--- config.mk ---
export PLATFORM = sky130hd
export DESIGN_NAME = barrett_modmul_pipe
export DESIGN_NICKNAME = d
export VERILOG_FILES = /design/src/rtl/barrett_modmul_pipe.sv
export SDC_FILE = /design/constraint.sdc
export NUM_CORES = 1
export LEC_CHECK = 0
export CAP_MARGIN = 20
export CORE_ASPECT_RATIO = 0.7
export CORE_MARGIN = 10
export CORE_UTILIZATION = 45
export DETAILED_ROUTE_END_ITERATION = 8
export PLACE_DENSITY = 0.57
export RECOVER_POWER = 25
export SYNTH_ARGS = -nofsm -noshare
export SYNTH_HDL_FRONTEND = slang
export SYNTH_SLANG_ARGS = --single-unit
export TNS_END_PERCENT = 5
--- constraint.sdc ---
create_clock -name clk -period 12 [get_ports clk]
set_input_delay 1.8 -clock clk [delete_from_list [all_inputs] [get_ports clk]]
set_output_delay 1.8 -clock clk [all_outputs]
set_load 0.05 [all_outputs]
--- src/rtl/barrett_modmul_pipe.sv ---
// Four-stage Barrett modular mul/add/sub unit for the NTT datapath.
// Accepts one operation per cycle; valid, tag and range-error travel alongside the data.
module barrett_modmul_pipe #(
  parameter int unsigned DATA_WIDTH = 14,
  parameter int unsigned Q          = 12289,
  parameter int unsigned MU         = (2 ** (2 * DATA_WIDTH)) / Q,
  parameter int unsigned TAG_WIDTH  = 4
) (
  input  logic                  clk,
  input  logic                  rst,
  input  logic                  stall,
  input  logic                  in_valid,
  input  logic [1:0]            in_op,
  input  logic [DATA_WIDTH-1:0] in_a,
  input  logic [DATA_WIDTH-1:0] in_b,
  input  logic [TAG_WIDTH-1:0]  in_tag,
  output logic                  out_valid,
  output logic [DATA_WIDTH-1:0] out_data,
  output logic [TAG_WIDTH-1:0]  out_tag,
  output logic                  out_err
);

  localparam int unsigned W = DATA_WIDTH;

  localparam logic [W-1:0]   Q_W  = W'(Q);
  localparam logic [W:0]     Q_E  = (W+1)'(Q);
  localparam logic [W+1:0]   Q_R  = (W+2)'(Q);
  localparam logic [2*W-1:0] Q_Z  = (2*W)'(Q);
  localparam logic [W:0]     MU_E = (W+1)'(MU);

  // Stage 1: operand combine
  logic [W:0]     a_e, b_e;
  logic [2*W-1:0] z1_d, z1_q;
  logic           err1_d;

  assign a_e = {1'b0, in_a};
  assign b_e = {1'b0, in_b};

  always_comb begin
    z1_d = '0;
    unique case (in_op)
      2'b01:   z1_d = (2*W)'(a_e + b_e);
      2'b10:   z1_d = (2*W)'(a_e + (Q_E - b_e));
      default: z1_d = (2*W)'(in_a) * (2*W)'(in_b);
    endcase
  end

  assign err1_d = (in_a >= Q_W) || (in_b >= Q_W);

  // Stages 2 and 3: quotient estimate, then quotient times modulus
  logic [2*W:0]   m2_d, m2_q;
  logic [2*W-1:0] z2_q;
  logic [2*W-1:0] m3_d, m3_q;
  logic [2*W-1:0] z3_q;

  assign m2_d = (2*W+1)'(z1_q >> (W-1)) * (2*W+1)'(MU_E);
  assign m3_d = (2*W)'(m2_q >> (W+1)) * Q_Z;

  // Stage 4: residue is below 3Q, so two conditional subtracts land in [0, Q)
  logic [W+1:0]   r_d, r1_d, r2_d;
  logic [W-1:0]   out_data_d, out_data_q;

  always_comb begin
    r_d  = (W+2)'(z3_q) - (W+2)'(m3_q);
    r1_d = (r_d  >= Q_R) ? (r_d  - Q_R) : r_d;
    r2_d = (r1_d >= Q_R) ? (r1_d - Q_R) : r1_d;
    out_data_d = W'(r2_d);
  end

  always_ff @(posedge clk) begin
    if (rst) begin
      z1_q       <= '0;
      m2_q       <= '0;
      z2_q       <= '0;
      m3_q       <= '0;
      z3_q       <= '0;
      out_data_q <= '0;
    end else if (!stall) begin
      z1_q       <= z1_d;
      m2_q       <= m2_d;
      z2_q       <= z1_q;
      m3_q       <= m3_d;
      z3_q       <= z2_q;
      out_data_q <= out_data_d;
    end
  end

  // Sideband shift registers; index 0 is stage 1, index 3 drives the outputs
  logic [3:0]                 vld_q;
  logic [3:0][TAG_WIDTH-1:0]  tag_q;
  logic [3:0]                 err_q;

  always_ff @(posedge clk) begin
    if (rst) begin
      vld_q <= '0;
      tag_q <= '0;
      err_q <= '0;
    end else if (!stall) begin
      vld_q <= {vld_q[2:0], in_valid};
      tag_q <= {tag_q[2:0], in_tag};
      err_q <= {err_q[2:0], err1_d};
    end
  end

  assign out_valid = vld_q[3];
  assign out_tag   = tag_q[3];
  assign out_err   = err_q[3];
  assign out_data  = out_data_q;

endmodule
==> impl_metrics.env, run 1 <==
export IMPL_status="complete, but fails checks"
export IMPL_failed_checks="capacitance limit, slew limit"
export IMPL_routedWlPerCell_um=17.8
export IMPL_holdBufCountCts=0
export IMPL_cts_repair_resized=0
export IMPL_port_buffers=57
export IMPL_grt_pass1_wl_um=79800
export IMPL_firstDrtPassIters=5
export IMPL_final_nets=2654
export IMPL_hold_viol_final=0
export IMPL_ys_ff_latch=128
export IMPL_relSlewSlack_pct=-112
export IMPL_coreArea_sq_um=40900
export IMPL_synth_top_family_by_area="adder cells"
export IMPL_path_class="in2reg"
export IMPL_die_h_um=190
export IMPL_min_period_ns=8.60
export IMPL_grt_pass1_vias=14800
export IMPL_max_freq_mhz=116
export IMPL_setup_viol=0
export IMPL_setup_worst_path_start="in_a[4]"
export IMPL_cts_buffers=17
export IMPL_rrSetupSlack_ns=5.57
export IMPL_drv_cap=2
export IMPL_antenna_found_initial=0
export IMPL_finalWeightedCongestion=0.929
export IMPL_synthXorXnorAreaFrac_pct=4.52
export IMPL_worst_slew_pin_slew_ns=3.18
export IMPL_syn_inst=2138
export IMPL_crit_end="z1_q[27]$_SDFFE_PP0N_"
export IMPL_drive_above_1_share_pct=3.49
export IMPL_finalWirelength_um=48000
export IMPL_cts_setup_buffers=0
export IMPL_synth_cell_types=90
export IMPL_clkSlewWorstSetupHoldPaths_ns=0.06
export IMPL_min_path_type="reg2reg"
export IMPL_yosys_area_top_type="fa_1"
export IMPL_synth_fp_nets=2655
export IMPL_synth_mux_area_fraction_pct=4.27
export IMPL_crit_path_start_kind="primary input"
export IMPL_grt_usage_pct=19.7
export IMPL_die_w_um=263
export IMPL_syn_mean_instance_area_sq_um=8.68
export IMPL_synth_edff_count=0
export IMPL_rsz0062_at_grt="no"
export IMPL_netlist_top_cells_area="fa_1, ha_1, dfxtp_1, inv_1, mux2i_1"
export IMPL_grt_max_degree=78
export IMPL_skew_ns=0.00712
export IMPL_drc=0
export IMPL_layout_cells_most_common="inv_1"
export IMPL_drt_iter0_markers=928
export IMPL_via_per_inst=5.39
export IMPL_clkLatencyLatePin_ns=0.44
export IMPL_finalCritPeriodShare_pct=71.7
export IMPL_synth_top_area_share_pct=22.2
export IMPL_seq_area_frac_synth_pct=13.8
export IMPL_slew_violations=132
export IMPL_yosysWarnings=0
export IMPL_hpwl_um=38700
export IMPL_cp_end_kind="register"
export IMPL_r2r_end="m2_q[27]$_SDFFE_PP0N_"
export IMPL_r2r_cells=21
export IMPL_initial_core_util_pct=45.4
export IMPL_syn2layout_area_growth_pct=8.41
export IMPL_overflow=0
export IMPL_layout_common_cells="inv_1, ha_1, fa_1"
export IMPL_cts_tree="yes"
export IMPL_num_antenna_cells=0
export IMPL_cts_buffer_depth=2
export IMPL_cp_max_fo=16
export IMPL_rows=62
export IMPL_worstReg2RegStart="z1_q[13]$_SDFFE_PP0N_"
export IMPL_synth_compound_area_share_pct=12.6
export IMPL_synth_area_sq_um=18600
export IMPL_antenna_left=0
export IMPL_async_flop_share_pct=0
export IMPL_ys_flop_type="dfxtp_1"
export IMPL_synth_simple_area_share_pct=15.2
export IMPL_via_count=14500
export IMPL_io_pin_count=58
export IMPL_synthAdderAreaFrac_pct=40.6
export IMPL_finalSetupTns_ns=0
export IMPL_crit_arrival_ns=8.91
export IMPL_ctsRootBufferMaster="clkbuf_16"
export IMPL_cp_required_ns=12.31
export IMPL_cts_sinks=128
export IMPL_die_area_sq_um=49900
export IMPL_cts_max_level=4
-- worst max-delay path, cell delays in order --
cell             delay [ns]
clkdlybuf4s50_1        0.85
and2_1                 0.41
fa_1                   0.51
inv_1                  0.05
fa_1                   0.48
inv_1                  0.06
fa_1                   0.53
fa_1                   0.53
fa_1                   0.54
inv_1                  0.05
fa_1                   0.53
inv_1                  0.04
ha_1                   0.31
nand4_1                0.14
nor3_1                 0.18
nand3_1                0.15
a31oi_1                0.27
o22ai_1                0.17
o211a_1                0.27
o21ai_0                0.35
a211oi_1               0.15
xnor2_1                0.19
nand2_1                0.07
a221oi_1               0.26
-- cell families after synthesis --
family / Yosys count
AO/OA/AOI/OAI: 326
XOR/XNOR: 94
adder cells (fa/ha/maj): 479
buffers and inverters: 441
flip-flops: 128
multiplexers: 79
AND/OR/NAND/NOR: 591
-- layout make-up --
type / instances / area, sq um
Fill cell: 3888 / 20800
Multi-Input combinational cell: 1569 / 14300
Timing Repair Buffer: 68 / 644
Tap cell: 544 / 681
Clock buffer: 20 / 467
Inverter: 353 / 1330
Sequential cell: 128 / 2560
Clock inverter: 11 / 131
-- cell usage after synthesis, drive strengths merged (31+ instances only) --
cell,count
buf,31
ha,273
and2,97
xnor2,67
inv,352
fa,206
nand2,172
clkbuf,57
a21oi,88
dfxtp,128
nand3,33
o21ai,47
mux2i,78
nor2,179
-- through the flow --
stage	utilization, %	hold WS (ns)	std cells	instance area, sq um	setup slack (ns)
floorplan	-	0.440	2138	18600	4.20
global placement	47.8	0.453	2661	19500	3.21
detailed placement	47.8	0.464	2661	19500	3.04
CTS	49.2	0.472	2692	20100	3.49
global route	49.2	0.492	2693	20100	2.99
finish	49.2	0.471	2693	20100	3.40
-- state kept, by name (all words and copies together) (netlist names) --
name / flops
err_q: 4
m2_q: 15
m3_q: 16
out_data: 14
out_tag: 4
tag_q: 12
vld_q: 4
z1_q: 28
z2_q: 15
z3_q: 16
-- worst min-delay path by stage --
stage,slack [ns],cells after the start,from,end
2_1_floorplan,0.44,2,z1_q[12]$_SDFFE_PP0N_,z1_q[12]$_SDFFE_PP0N_
3_5_place_dp,0.46,2,z1_q[12]$_SDFFE_PP0N_,z1_q[12]$_SDFFE_PP0N_
4_1_cts,0.47,2,z1_q[12]$_SDFFE_PP0N_,z1_q[12]$_SDFFE_PP0N_
6_report,0.47,2,z1_q[12]$_SDFFE_PP0N_,z1_q[12]$_SDFFE_PP0N_
3_3_place_gp,0.45,2,z1_q[12]$_SDFFE_PP0N_,z1_q[12]$_SDFFE_PP0N_
5_1_grt,0.49,2,z1_q[12]$_SDFFE_PP0N_,z1_q[12]$_SDFFE_PP0N_
-- per-layer routing --
metal  GRT usage (%)  routed length (um)  vias up
met1            28.7               24000     7029
met2            28.2               19100      379
met3            6.32                4300       41
met5               0                   0        -
met4            3.28                 491        0
li1                -                   -     7070
Power of run 1 is not shown: default switching activity piles up to over one toggle a cycle in this logic, so the estimate is an artifact.
==> run 2: changes to the inputs <==
==> constraint.sdc (replaced) <==
create_clock -name clk -period 8.15 [get_ports clk]
set_input_delay 1.2225 -clock clk [delete_from_list [all_inputs] [get_ports clk]]
set_output_delay 1.2225 -clock clk [all_outputs]
set_load 0.05 [all_outputs]
==> run 2 against run 1 <==
Effect of this change: the flow still finishes with violations (capacitance limit, slew limit); final area grew 1.2%; hold slack lost 0.0035 ns; critical path type unchanged; register-to-register slack lost 3.7 ns; largest cell class unchanged; sequential share of layout area shrank 0.15 points; sequential cell count is the same.
==> impl_metrics.env, run 2 (synthesized netlist as in run 1, its figures left out) <==
export IMPL_status="complete, but fails checks"
export IMPL_failed_checks="capacitance limit, slew limit"
export IMPL_grt_pass1_wl_um=80300
export IMPL_die_w_um=263
export IMPL_slew_violations=147
export IMPL_finalSetupTns_ns=0
export IMPL_rsz0062_at_grt="no"
export IMPL_reg_top3="z1_q x28, m3_q x16, z3_q x16"
export IMPL_io_pin_count=58
export IMPL_hold_viol_final=0
export IMPL_cts_buffer_depth=2
export IMPL_crit_path_start_kind="primary input"
export IMPL_firstDrtPassIters=6
export IMPL_via_per_inst=5.42
export IMPL_min_period_ns=7.63
export IMPL_hpwl_um=39300
export IMPL_drv_cap=2
export IMPL_crit_arrival_ns=7.93
export IMPL_rows=62
export IMPL_skew_ns=0.00744
export IMPL_finalWirelength_um=48400
export IMPL_min_path_type="reg2reg"
export IMPL_final_nets=2684
export IMPL_drc=0
export IMPL_die_h_um=190
export IMPL_overflow=0
export IMPL_path_class="in2reg"
export IMPL_max_freq_mhz=131
export IMPL_ctsRootBufferMaster="clkbuf_16"
export IMPL_die_area_sq_um=49900
export IMPL_clkSlewWorstSetupHoldPaths_ns=0.06
export IMPL_dp_slack_ns=0.157
export IMPL_setup_viol=0
export IMPL_via_count=14800
export IMPL_layout_cells_most_common="inv_1"
export IMPL_clkLatencyLatePin_ns=0.43
export IMPL_finalWeightedCongestion=0.946
export IMPL_largest_reg_flops=28
export IMPL_cp_max_fo=8
export IMPL_hold_ws_ns=0.468
export IMPL_num_antenna_cells=0
export IMPL_cts_setup_buffers=0
export IMPL_cts_tree="yes"
export IMPL_grt_usage_pct=19.8
export IMPL_placed_area_sq_um=19800
export IMPL_cts_buffers=17
export IMPL_relSlewSlack_pct=-182
export IMPL_coreArea_sq_um=40900
export IMPL_port_buffers=57
export IMPL_holdBufCountCts=0
export IMPL_setup_ws_ns=0.524
export IMPL_routedWlPerCell_um=17.8
export IMPL_cts_repair_resized=0
export IMPL_cp_end_kind="register"
export IMPL_cp_required_ns=8.46
export IMPL_syn2layout_area_growth_pct=9.71
export IMPL_grt_pass1_vias=14900
export IMPL_initial_core_util_pct=45.4
export IMPL_finalCritPeriodShare_pct=93.6
export IMPL_design_area_sq_um=20400
export IMPL_regMostFlops="z1_q"
export IMPL_layout_common_cells="inv_1, ha_1, fa_1"
export IMPL_antenna_found_initial=0
export IMPL_cts_max_level=4
export IMPL_antenna_left=0
export IMPL_drive_above_1_share_pct=4.91
export IMPL_drt_iter0_markers=1176
export IMPL_grt_max_degree=82
export IMPL_worst_slew_pin_slew_ns=4.24
export IMPL_cts_sinks=128
## run 2: cell types whose count changed in the layout (fill, tap and decap cells not counted)
cell | previous run | this run
buf_4 | 10 | 41
buf_6 | 1 | 0
clkbuf_1 | 2 | 1
clkbuf_2 | 0 | 1
clkinv_2 | 2 | 0
clkinvlp_4 | 0 | 1
inv_6 | 2 | 3
inv_8 | 0 | 1
## run 2: path summary, 6_finish.rpt
kind	slack, ns	cells past startpoint	from	to
min reg2reg	0.47	2	z1_q[12]$_SDFFE_PP0N_	z1_q[12]$_SDFFE_PP0N_
max	0.52	24	in_a[3]	z1_q[27]$_SDFFE_PP0N_
max reg2reg	1.84	21	z1_q[13]$_SDFFE_PP0N_	m2_q[27]$_SDFFE_PP0N_
min	0.47	2	z1_q[12]$_SDFFE_PP0N_	z1_q[12]$_SDFFE_PP0N_
## run 2: stage by stage
step,utilization [%],cells
after floorplan,-,2138
after global placement,48.3,2692
after detailed placement,48.3,2692
after CTS,49.8,2724
after global routing,49.8,2724
final,49.8,2724
## run 2: area by class of cell
| class | count | area (sq um) |
|---|---|---|
| Inverter | 353 | 1330 |
| Sequential cell | 128 | 2560 |
| Tap cell | 544 | 681 |
| Clock inverter | 12 | 149 |
| Fill cell | 3854 | 20500 |
| Clock buffer | 20 | 467 |
| Multi-Input combinational cell | 1569 | 14300 |
| Timing Repair Buffer | 98 | 867 |
## run 2: critical path: stages
cell and delay [ns]:
clkdlybuf4s50_1 0.63, and2_1 0.29, fa_1 0.53, inv_1 0.05, fa_1 0.49, inv_1 0.06, fa_1 0.53, fa_1 0.53
fa_1 0.55, inv_1 0.06, fa_1 0.53, inv_1 0.04, ha_1 0.30, nand4_1 0.13, nor3_1 0.19, nand3_1 0.15
a31oi_1 0.22, o22ai_1 0.17, o211a_1 0.28, o21ai_0 0.32, a211oi_1 0.15, xnor2_1 0.18, nand2_1 0.07, a221oi_1 0.26
## run 2: metal layers
metal  share of wire (%)  routed length (um)  GRT usage, %  vias to the layer above
met1                  52               25100          30.0                     7169
met4                0.83                 400          2.99                        0
li1                    -                   -             -                     7135
met2                  40               19200          28.3                      440
met3                 7.6                3690          4.40                       31
met5                   0                   0             0                        -
Power of run 2 is left out for the same reason.
==> run 3: changes to the inputs <==
--- a/config.mk
+++ b/config.mk
@@ -5,12 +5,14 @@
 export SDC_FILE = /design/constraint.sdc
 export NUM_CORES = 1
 export LEC_CHECK = 0
+export ABC_AREA = 1
 export CAP_MARGIN = 20
 export CORE_ASPECT_RATIO = 0.7
 export CORE_MARGIN = 10
 export CORE_UTILIZATION = 45
 export DETAILED_ROUTE_END_ITERATION = 8
-export PLACE_DENSITY = 0.57
+export DONT_BUFFER_PORTS = 1
+export PLACE_DENSITY = 0.68
 export RECOVER_POWER = 25
 export SYNTH_ARGS = -nofsm -noshare
 export SYNTH_HDL_FRONTEND = slang
==> run 3 against run 2 <==
Effect of this change: the run still ends with capacitance limit, slew limit left; synthesized cell count grew 26%; clock skew grew 0.0045 ns; final cell count grew 17%; maximum frequency grew 11%; area after synthesis grew 3.9%; register-to-register slack gained 0.58 ns; hold slack lost 0.0040 ns; sequential cell count is the same; core utilization shrank 2.2 points.
==> impl_metrics.env, run 3 <==
export IMPL_clkLatencyLatePin_ns=0.43
export IMPL_finalWeightedCongestion=0.958
export IMPL_synth_top_area_share_pct=21.4
export IMPL_cp_required_ns=8.45
export IMPL_failed_checks="capacitance limit, slew limit"
export IMPL_skew_ns=0.0120
export IMPL_die_area_sq_um=51700
export IMPL_antenna_left=0
export IMPL_grt_max_degree=106
export IMPL_setup_viol=0
export IMPL_worst_slew_pin_slew_ns=2.74
export IMPL_drt_iter0_markers=1372
export IMPL_via_count=16800
export IMPL_rrSetupSlack_ns=2.42
export IMPL_layout_common_cells="inv_1, nand2_1, ha_1"
export IMPL_routedWlPerCell_um=16.4
export IMPL_syn_inst=2684
export IMPL_ctsRootBufferMaster="clkbuf_16"
export IMPL_yosys_area_top_type="fa_1"
export IMPL_max_freq_mhz=146
export IMPL_synth_simple_area_share_pct=20.9
export IMPL_synth_mux_area_fraction_pct=0
export IMPL_crit_arrival_ns=7.17
export IMPL_finalWirelength_um=52000
export IMPL_synth_edff_count=0
export IMPL_cts_sinks=128
export IMPL_clkSlewWorstSetupHoldPaths_ns=0.06
export IMPL_hpwl_um=42100
export IMPL_min_period_ns=6.87
export IMPL_syn_mean_instance_area_sq_um=7.19
export IMPL_finalCritPeriodShare_pct=84.3
export IMPL_hold_viol_final=0
export IMPL_synth_cell_types=49
export IMPL_min_path_type="reg2reg"
export IMPL_post_synth_top_count_cell="inv_1"
export IMPL_synth_fp_nets=3201
export IMPL_status="complete, but fails checks"
export IMPL_relSlewSlack_pct=-82.9
export IMPL_largest_reg_flops=28
export IMPL_postLayoutCoreUtil_pct=47.6
export IMPL_synth_compound_area_share_pct=11.1
export IMPL_synthXorXnorAreaFrac_pct=2.54
export IMPL_firstDrtPassIters=5
export IMPL_drive_above_1_share_pct=2.85
export IMPL_slew_violations=153
export IMPL_ys_ff_latch=128
export IMPL_cp_max_fo=16
export IMPL_initial_core_util_pct=45.6
export IMPL_syn2layout_area_growth_pct=4.55
export IMPL_rows=63
export IMPL_coreArea_sq_um=42300
export IMPL_regMostFlops="z1_q"
export IMPL_final_nets=3132
export IMPL_final_cell_count_no_fill=3179
export IMPL_finalSetupTns_ns=0
export IMPL_holdBufCountCts=0
export IMPL_crit_path_start_kind="primary input"
export IMPL_cts_max_level=4
export IMPL_drv_cap=2
export IMPL_grt_usage_pct=20.5
export IMPL_die_h_um=193
export IMPL_antenna_found_initial=0
export IMPL_async_flop_share_pct=0
export IMPL_netlist_top_cells_area="fa_1, ha_1, dfxtp_1, inv_1, nand2_1"
export IMPL_layout_cells_most_common="inv_1"
export IMPL_port_buffers=0
export IMPL_synthAdderAreaFrac_pct=39.1
export IMPL_cts_setup_buffers=0
export IMPL_synth_top_cells_by_count="inv_1, nand2_1, ha_1"
export IMPL_path_class="in2reg"
export IMPL_seq_area_frac_synth_pct=13.3
export IMPL_num_antenna_cells=0
export IMPL_via_per_inst=5.29
export IMPL_overflow=0
export IMPL_ys_flop_type="dfxtp_1"
export IMPL_synth_top_family_by_area="adder cells"
export IMPL_io_pin_count=58
export IMPL_drc=0
export IMPL_reg_top3="z1_q x28, m3_q x16, z3_q x16"
export IMPL_rsz0062_at_grt="no"
export IMPL_yosysWarnings=0
export IMPL_grt_pass1_wl_um=87200
export IMPL_synth_area_sq_um=19300
export IMPL_cts_buffers=17
export IMPL_cp_end_kind="register"
export IMPL_dp_cells=3147
export IMPL_die_w_um=267
export IMPL_cts_repair_resized=0
export IMPL_fill_cells=4220
export IMPL_cts_buffer_depth=2
export IMPL_cts_tree="yes"
export IMPL_grt_pass1_vias=16800
-- run 3: cell types whose count changed after synthesis, sizes merged, moves of 13 or more --
cell,delta
nand2,+384
o21ai,+125
mux2i,-78
clkbuf,+21
and2,-94
a21o,-22
xnor2,-48
nand3,+68
buf,-17
and3,-18
nand4,+13
inv,+209
nor2,+78
a21oi,+54
-- run 3: worst paths after layout --
kind                              start                    end  depth (start not counted)
setup / recovery                in_a[4]  z1_q[27]$_SDFFE_PP0N_                         23
hold / removal     m3_q[3]$_SDFFE_PP0N_   m3_q[3]$_SDFFE_PP0N_                          2
setup reg to reg  z1_q[14]$_SDFFE_PP0N_  m2_q[22]$_SDFFE_PP0N_                         17
hold reg to reg    m3_q[3]$_SDFFE_PP0N_   m3_q[3]$_SDFFE_PP0N_                          2
-- run 3: area by class of cell --
cell class / instances / area (sq um) / share of cell area, %
clock buffers: 20 / 447 / 2.22
clock inverters: 11 / 109 / 0.540
inverters: 563 / 2120 / 10.5
multi-input cells: 1901 / 14200 / 70.5
flip-flops and latches: 128 / 2560 / 12.7
well taps: 552 / 691 / 3.43
repair buffers: 4 / 26.3 / 0.130
-- run 3: through the flow --
stage               hold slack (ns)  worst slack (ns)  cell area [sq um]
global route                  0.488             0.877              20200
floorplan                     0.437              1.37              19300
CTS                           0.467              1.42              20200
detailed placement            0.458             0.973              19600
global placement              0.454              1.05              19600
finish                        0.464              1.28              20200
-- run 3: worst max-delay path, stage by stage --
cell,delay (ns)
ha_1,0.26
fa_1,0.55
inv_1,0.05
fa_1,0.53
inv_1,0.06
fa_1,0.45
ha_1,0.33
fa_1,0.54
inv_1,0.05
fa_1,0.53
inv_1,0.04
ha_1,0.31
nand2_1,0.06
o21ai_0,0.55
a21oi_1,0.20
o21ai_0,0.40
a21boi_0,0.26
o21bai_1,0.28
nand2_1,0.10
o21ai_0,0.16
nand2_1,0.07
nand3_1,0.08
a21oi_1,0.07
-- run 3: layer usage --
layer  GRT usage [%]  part of all wire (%)
met5               0                     0
met4            3.53                   1.3
met3            5.61                   9.4
met2            30.0                    41
met1            29.8                    49
-- run 3: cells by family after synthesis --
family / count (synthesis)
DFF: 128
xor gates and xnor gates: 55
AOI/OAI and AO/OA: 386
buffers and inverters: 655
adders and majority gates: 479
and+or+nand+nor: 981
Power of run 3 is left out for the same reason.
